**src/rtl/sys_div.sv**
```systemverilog
// sys_div: sequential restoring divider, receive side of the multiply-add stage.
// Recovers quotient A1 and remainder C1 from DATA_IN = B1*A1 + C1, one quotient
// bit per clock, with valid/ready handshakes on both sides.
// Optional feature macro: SYSDIV_CHECK_EN enables divide-by-zero / quotient-overflow
// detection with a one-cycle fast path; without it DZ and OVF are tied to 0.

package SysVerParam;
   localparam int P = 8;
endpackage

module sys_div #(
   parameter int P = SysVerParam::P
) (
   input  logic           C,
   input  logic           nR,
   input  logic           IN_VALID,
   output logic           IN_READY,
   input  logic [2*P-1:0] DATA_IN,
   input  logic [P-1:0]   B1,
   output logic           OUT_VALID,
   input  logic           OUT_READY,
   output logic [P-1:0]   A1,
   output logic [P-1:0]   C1,
   output logic           DZ,
   output logic           OVF
);

   localparam int CW = (P > 1) ? $clog2(P) : 1;
   localparam logic [CW-1:0] LAST_STEP = CW'(P - 1);

   typedef enum logic [1:0] {IDLE, CALC, DONE} state_t;

   state_t        state_reg;
   state_t        state_next;
   // Partial remainder between steps; always < divisor, so P bits hold it.
   logic [P-1:0]  rem_reg;
   // Low dividend half; its MSB feeds each step and quotient bits enter at the LSB,
   // so after P steps it holds the quotient.
   logic [P-1:0]  lo_reg;
   logic [P-1:0]  div_reg;
   logic [CW-1:0] cnt_reg;
   logic [P-1:0]  a1_reg;
   logic [P-1:0]  c1_reg;

   logic          accept;
   logic          err_fast;
   logic [P:0]    rem_shift;
   logic [P-1:0]  trial;
   logic          q_bit;
   logic [P-1:0]  rem_new;

   assign accept = (state_reg == IDLE) && IN_VALID;

`ifdef SYSDIV_CHECK_EN
   logic dz_reg;
   logic ovf_reg;
   // B1 == 0 also satisfies hi >= B1, so a single compare covers both error kinds.
   assign err_fast = (DATA_IN[2*P-1:P] >= B1);
`else
   assign err_fast = 1'b0;
`endif

   // One restoring step: (P+1)-bit shifted remainder, trial subtract, restore on borrow.
   // The subtraction is kept to P bits because a kept result is always < divisor.
   always_comb begin
      rem_shift = {rem_reg, lo_reg[P-1]};
      q_bit     = (rem_shift >= {1'b0, div_reg});
      trial     = rem_shift[P-1:0] - div_reg;
      rem_new   = q_bit ? trial : rem_shift[P-1:0];
   end

   // State register.
   always_ff @(posedge C or negedge nR) begin
      if (!nR) state_reg <= IDLE;
      else     state_reg <= state_next;
   end

   // Next-state logic.
   always_comb begin
      state_next = state_reg;
      case (state_reg)
         IDLE: if (IN_VALID) state_next = err_fast ? DONE : CALC;
         CALC: if (cnt_reg == LAST_STEP) state_next = DONE;
         DONE: if (OUT_READY) state_next = IDLE;
         default: state_next = IDLE;
      endcase
   end

   // Handshake outputs decoded from the state.
   always_comb begin
      IN_READY  = (state_reg == IDLE);
      OUT_VALID = (state_reg == DONE);
   end

   // Datapath: operand capture, iteration, and result registers (held across DONE->IDLE).
   always_ff @(posedge C or negedge nR) begin
      if (!nR) begin
         rem_reg <= '0;
         lo_reg  <= '0;
         div_reg <= '0;
         cnt_reg <= '0;
         a1_reg  <= '0;
         c1_reg  <= '0;
      end else if (accept) begin
         rem_reg <= DATA_IN[2*P-1:P];
         lo_reg  <= DATA_IN[P-1:0];
         div_reg <= B1;
         cnt_reg <= '0;
`ifdef SYSDIV_CHECK_EN
         if (B1 == '0) begin
            a1_reg <= '1;
            c1_reg <= DATA_IN[P-1:0];
         end else if (err_fast) begin
            a1_reg <= '1;
            c1_reg <= '0;
         end
`endif
      end else if (state_reg == CALC) begin
         rem_reg <= rem_new;
         lo_reg  <= {lo_reg[P-2:0], q_bit};
         cnt_reg <= cnt_reg + CW'(1);
         if (cnt_reg == LAST_STEP) begin
            a1_reg <= {lo_reg[P-2:0], q_bit};
            c1_reg <= rem_new;
         end
      end
   end

`ifdef SYSDIV_CHECK_EN
   // Error flags: set on a fast-path accept, cleared when the result is taken.
   always_ff @(posedge C or negedge nR) begin
      if (!nR) begin
         dz_reg  <= 1'b0;
         ovf_reg <= 1'b0;
      end else if (accept) begin
         dz_reg  <= (B1 == '0);
         ovf_reg <= (B1 != '0) && err_fast;
      end else if ((state_reg == DONE) && OUT_READY) begin
         dz_reg  <= 1'b0;
         ovf_reg <= 1'b0;
      end
   end
   assign DZ  = dz_reg;
   assign OVF = ovf_reg;
`else
   assign DZ  = 1'b0;
   assign OVF = 1'b0;
`endif

   assign A1 = a1_reg;
   assign C1 = c1_reg;

endmodule

```
**config.mk**
```make
export PLATFORM = sky130hd
export DESIGN_NAME = sys_div
export DESIGN_NICKNAME = d
export VERILOG_FILES = /design/src/rtl/sys_div.sv
export SDC_FILE = /design/constraint.sdc
export NUM_CORES = 1
export LEC_CHECK = 0
export ABC_AREA = 1
export BUFFER_PORTS_ARGS = -buffer_cell sky130_fd_sc_hd__clkbuf_2
export CAP_MARGIN = 15
export CORE_UTILIZATION = 50
export DETAILED_ROUTE_END_ITERATION = 10
export HOLD_SLACK_MARGIN = 0.1
export PLACE_DENSITY_LB_ADDON = 0.2
export SLEW_MARGIN = 30
export SYNTH_ARGS = -nofsm -noshare
export SYNTH_HDL_FRONTEND = slang
export SYNTH_SLANG_ARGS = --single-unit
```
**constraint.sdc**
```tcl
create_clock -name C -period 4.5 [get_ports C]
set_input_delay 0.675 -clock C [delete_from_list [all_inputs] [get_ports C]]
set_output_delay 0.675 -clock C [all_outputs]
set_load 0.05 [all_outputs]
```
==> results of run 1 <==
cells in the mapped netlist, drive strengths merged:
master / count
o21ai: 19
conb: 1
dfrtp: 45
nand3: 31
or2: 1
buf: 10
nand4: 1
clkinv: 2
a22oi: 1
o31ai: 1
clkbuf: 1
nor3: 1
inv: 43
ha: 10
xnor2: 3
o221ai: 6
nor2: 10
fa: 1
o211ai: 1
a21oi: 4
nand2: 118
through the flow:
stage / area [µm²] / std cells / utilization, % / setup slack (ns) / hold WS, ns
after floorplan: 2476 / 311 / - / 2.601 / 0.3794
after detailed placement: 2733 / 414 / 57.47 / 2.384 / 0.4652
after global routing: 2829 / 422 / 59.50 / 2.270 / 0.4882
after CTS: 2829 / 422 / 59.50 / 2.544 / 0.4567
after global placement: 2733 / 414 / 57.47 / 2.492 / 0.4629
final: 2829 / 422 / 59.50 / 2.522 / 0.4455
cell families (layout without fill, tap and decap cells):
logic type,Yosys count,count (layout),share of synthesized area (%)
other cells,1,2,0.1517
simple gates,162,162,30.06
compound gates,32,32,7.693
buf+inv,56,100,9.615
fa+ha+maj,11,11,5.870
xor+xnor,3,3,1.063
flops,45,45,45.55
how the worst min path moves through the flow:
stage                     start      endpoint  slack (ns)
after floorplan              nR         A1[0]        0.38
after global placement    C1[7]         C1[7]        0.46
after detailed placement  C1[3]         C1[3]        0.47
after CTS                    nR  state_reg[1]        0.46
after global routing         nR  state_reg[1]        0.49
final                        nR  state_reg[1]        0.45
layer usage:
layer | up-vias | track usage, % | wire length [µm]
li1 | 1059 | - | -
met1 | 899 | 30.36 | 2469
met2 | 76 | 31.98 | 2159
met3 | 8 | 5.556 | 346
met4 | 0 | 7.843 | 76
met5 | - | 0 | 0
cell type report:
| cell class | count | share of cell area [%] |
|---|---|---|
| Multi-Input combinational cell | 210 | 39.32 |
| Clock inverter | 2 | 0.4865 |
| Tap cell | 67 | 2.963 |
| Clock buffer | 6 | 2.919 |
| Inverter | 45 | 6.015 |
| Timing Repair Buffer | 47 | 8.492 |
| Sequential cell | 45 | 39.81 |
worst max-delay path, cell delays in order (launching register included):
cell     delay [ns]
dfrtp_1        0.43
nor2_1         0.15
nand2_1        0.25
inv_1          0.73
nand2_1        0.10
o21ai_0        0.11
inv_1          0.06
nand2_1        0.07
==> metrics.csv, run 1 <==
metric;value;unit
post_drt_wl_per_cell;11.97;µm
drc_errors;0;
grt-ovfl-total;0;
endpoint_kind;register;
fin_crit;1.978;ns
grt_pass1_wl;8556;µm
syn_area_per_cell;7.975;µm²
ys_warn_count;0;
r2r_cells;7;
regArea;1126;µm²
r2r-start;state_reg[1];
routed_wl;5051;µm
yosys.area.top_type_share;45.55;%
grt_usage;21.52;%
drv_slew;0;
first_pass_iters;4;
cts_tree;built;
r2r-end;rem_reg[3];
coreArea;4755;µm²
ys_top_cells_by_area;dfrtp_1, nand2_1, inv_1;
grt_max_degree;46;
min_period_over_period;43.95;%
rsz0062_at_grt;no;
netlist_instances;310;
syn-cell-area;2472;µm²
status;complete, no violations;
htreeDepth;2;
crit_type;reg2reg;
area_growth;14.42;%
clk_pin_slew;0.08;ns
vias;2042;
relSlewSlack;41.63;%
diodes;0;
finalHoldViolations;0;
die_h;72.32;µm
antenna_left;0;
drive_gt1_share;20.85;%
maxCapViolCount;0;
fin_tns_setup;0;ns
rows;25;
fmax;505.6;MHz
place_hpwl;3646;µm
post-cts-setup-buffers;0;
yosysSeqAreaShare;45.55;%
ios;48;
cts.repair.resized;0;
crit_arrival;2.22;ns
ys_ff_latch;45;
cts_hold_buf;0;
worstSetupStartpointType;register;
critPathMaxFanout;31;
r2r_slack;2.52;ns
die_w;72.32;µm
endpoint;rem_reg[3];
die_area;5230;µm²
fillers;468;
first_global_vias;1830;
initial_utilization;52.00;%
cts.sinks;45;
cts_root_buffer;clkbuf_8;
crit_required;4.74;ns
skew;0.004788;ns
multi_input_area;1112;µm²
min_path_type;in2async;
clk_latency;0.30;ns
gp_congestion;0.8969;
synth_top_area_cell;dfrtp_1;
tightest_slew;0.8745;ns
via_per_inst;4.839;
antenna_found_initial;0;
cts_buffer_depth;2;
final_net_count;393;
final_common_cell;nand2_1;
yosysUniqueCellTypes;32;
numCtsBuffers;5;
first_iter_violations;126;
crit_start;state_reg[1];
setup_viol;0;
layout_common_cells;nand2_1, dfrtp_1, clkbuf_2;
io_buffers;45;
Power of run 1 is not shown: default switching activity piles up to over one toggle a cycle in this logic, so the estimate is an artifact.
==> inputs of run 2 (changes only) <==
- clock period: 4.5 -> 1.7 ns (I/O delays scaled with it)
==> run 2 against run 1 <==
  * Final cell count grew 4.7%
  * Utilization grew 7.8 points
  * Clock skew grew 0.0025 ns
  * The flow now finishes with violations (negative setup slack)
  * Sequential share of layout area shrank 4.6 points
  * Critical path type unchanged
  * Maximum frequency grew 16%
==> metrics.csv, run 2 (synthesis results as in run 1) <==
metric;value;unit
cpLargestDelayFamily;simple AND/OR/NAND/NOR gates;
layout_common_cells;nand2_1, clkbuf_2, dfrtp_1;
fin_crit;1.706;ns
r2r-start;rem_reg[4];
cts.sinks;45;
finalHoldViolations;0;
final_common_cell;nand2_1;
initial_utilization;52.00;%
worstSetupStartpointType;register;
first_iter_violations;165;
gp_congestion;0.8790;
crit_required;1.95;ns
violations;negative setup slack;
grt_max_degree;28;
place_hpwl;3935;µm
critPathMaxFanout;6;
die_h;72.32;µm
status;finished, violations left;
first_global_vias;2003;
numCtsBuffers;5;
clk_latency;0.30;ns
max_stage_delay;0.45;ns
io_buffers;45;
crit_arrival;1.95;ns
maxCapViolCount;0;
path_cells;ha_4, nand2_4, nor3_4, nand2_8, buf_6, nand3_2, nand3_1, nand2_1;
rows;25;
routed_wl;5724;µm
holdWs;0.1290;ns
drive_gt1_share;34.13;%
via_per_inst;4.939;
finalNonFillerCells;442;
endpoint_kind;register;
drv_slew;0;
dp_cells;424;
first_pass_iters;5;
drc_errors;0;
crit_buf_inv;1;
relSlewSlack;65.97;%
rsz0062_at_grt;yes;
skew;0.007269;ns
min_period_over_period;100.4;%
crit_type;reg2reg;
coreArea;4755;µm²
cts_root_buffer;clkbuf_8;
final_net_count;414;
fin_ws;-0.006029;ns
post_drt_wl_per_cell;12.95;µm
area_growth;29.50;%
die_w;72.32;µm
cts_buffer_depth;2;
antenna_found_initial;0;
htreeDepth;2;
diodes;0;
clk_pin_slew;0.09;ns
tightest_slew;0.5104;ns
min_path_type;in2reg;
grt_pass1_wl;9453;µm
cts_tree;built;
grt-ovfl-total;0;
hold_start;OUT_READY;
crit_start;rem_reg[4];
vias;2183;
setup_viol;3;
cp_slowest_cell;dfrtp_2;
fmax;586.2;MHz
ios;48;
die_area;5230;µm²
grt_usage;23.67;%
antenna_left;0;
[run 2: metrics by stage]
step	util (%)	setup TNS (ns)	setup slack (ns)	area [µm²]
floorplan	-	0	0.05879	2479
finish	67.34	-0.01229	-0.006029	3202
global route	67.34	-0.9579	-0.07079	3202
CTS	64.29	0	0.0002447	3057
detailed placement	59.37	-0.3556	-0.05461	2823
global placement	59.37	-0.3373	-0.04598	2823
[run 2: what timing repair did]
item,4_1_cts,5_1_grt
pin swaps,6,18
setup buffers,5,2
hold buffers,1,0
hold endpoints to repair,18,0
endpoints found under the setup margin,14,18
resized for setup,8,34
gates cloned,3,0
[run 2: final timing paths]
path | to | slack [ns] | cells after the start
min in group asynchronous | state_reg[0] | 0.44 | 2
worst min-delay path | state_reg[1] | 0.13 | 2
max in group asynchronous | div_reg[5] | 0.74 | 3
worst max register to register | rem_reg[6] | -0.006 | 8
worst max-delay path | rem_reg[6] | -0.006 | 8
worst min register to register | C1[2] | 0.48 | 2
[run 2: final cells by class]
class	instances	area, µm²
Fill cell	419	1553
Clock inverter	2	16.27
Timing Repair Buffer	65	397.9
Sequential cell	45	1127
Inverter	45	170.2
Clock buffer	5	68.82
Tap cell	67	83.83
Multi-Input combinational cell	213	1338
[run 2: per-layer routing]
| metal | vias up | global-route usage (%) | wire, µm |
|---|---|---|---|
| met3 | 8 | 4.306 | 321 |
| met4 | 0 | 6.972 | 62 |
| met2 | 69 | 37.18 | 2618 |
| li1 | 1101 | - | - |
| met5 | - | 0 | 0 |
| met1 | 1005 | 33.54 | 2722 |
Power of run 2 is left out for the same reason.
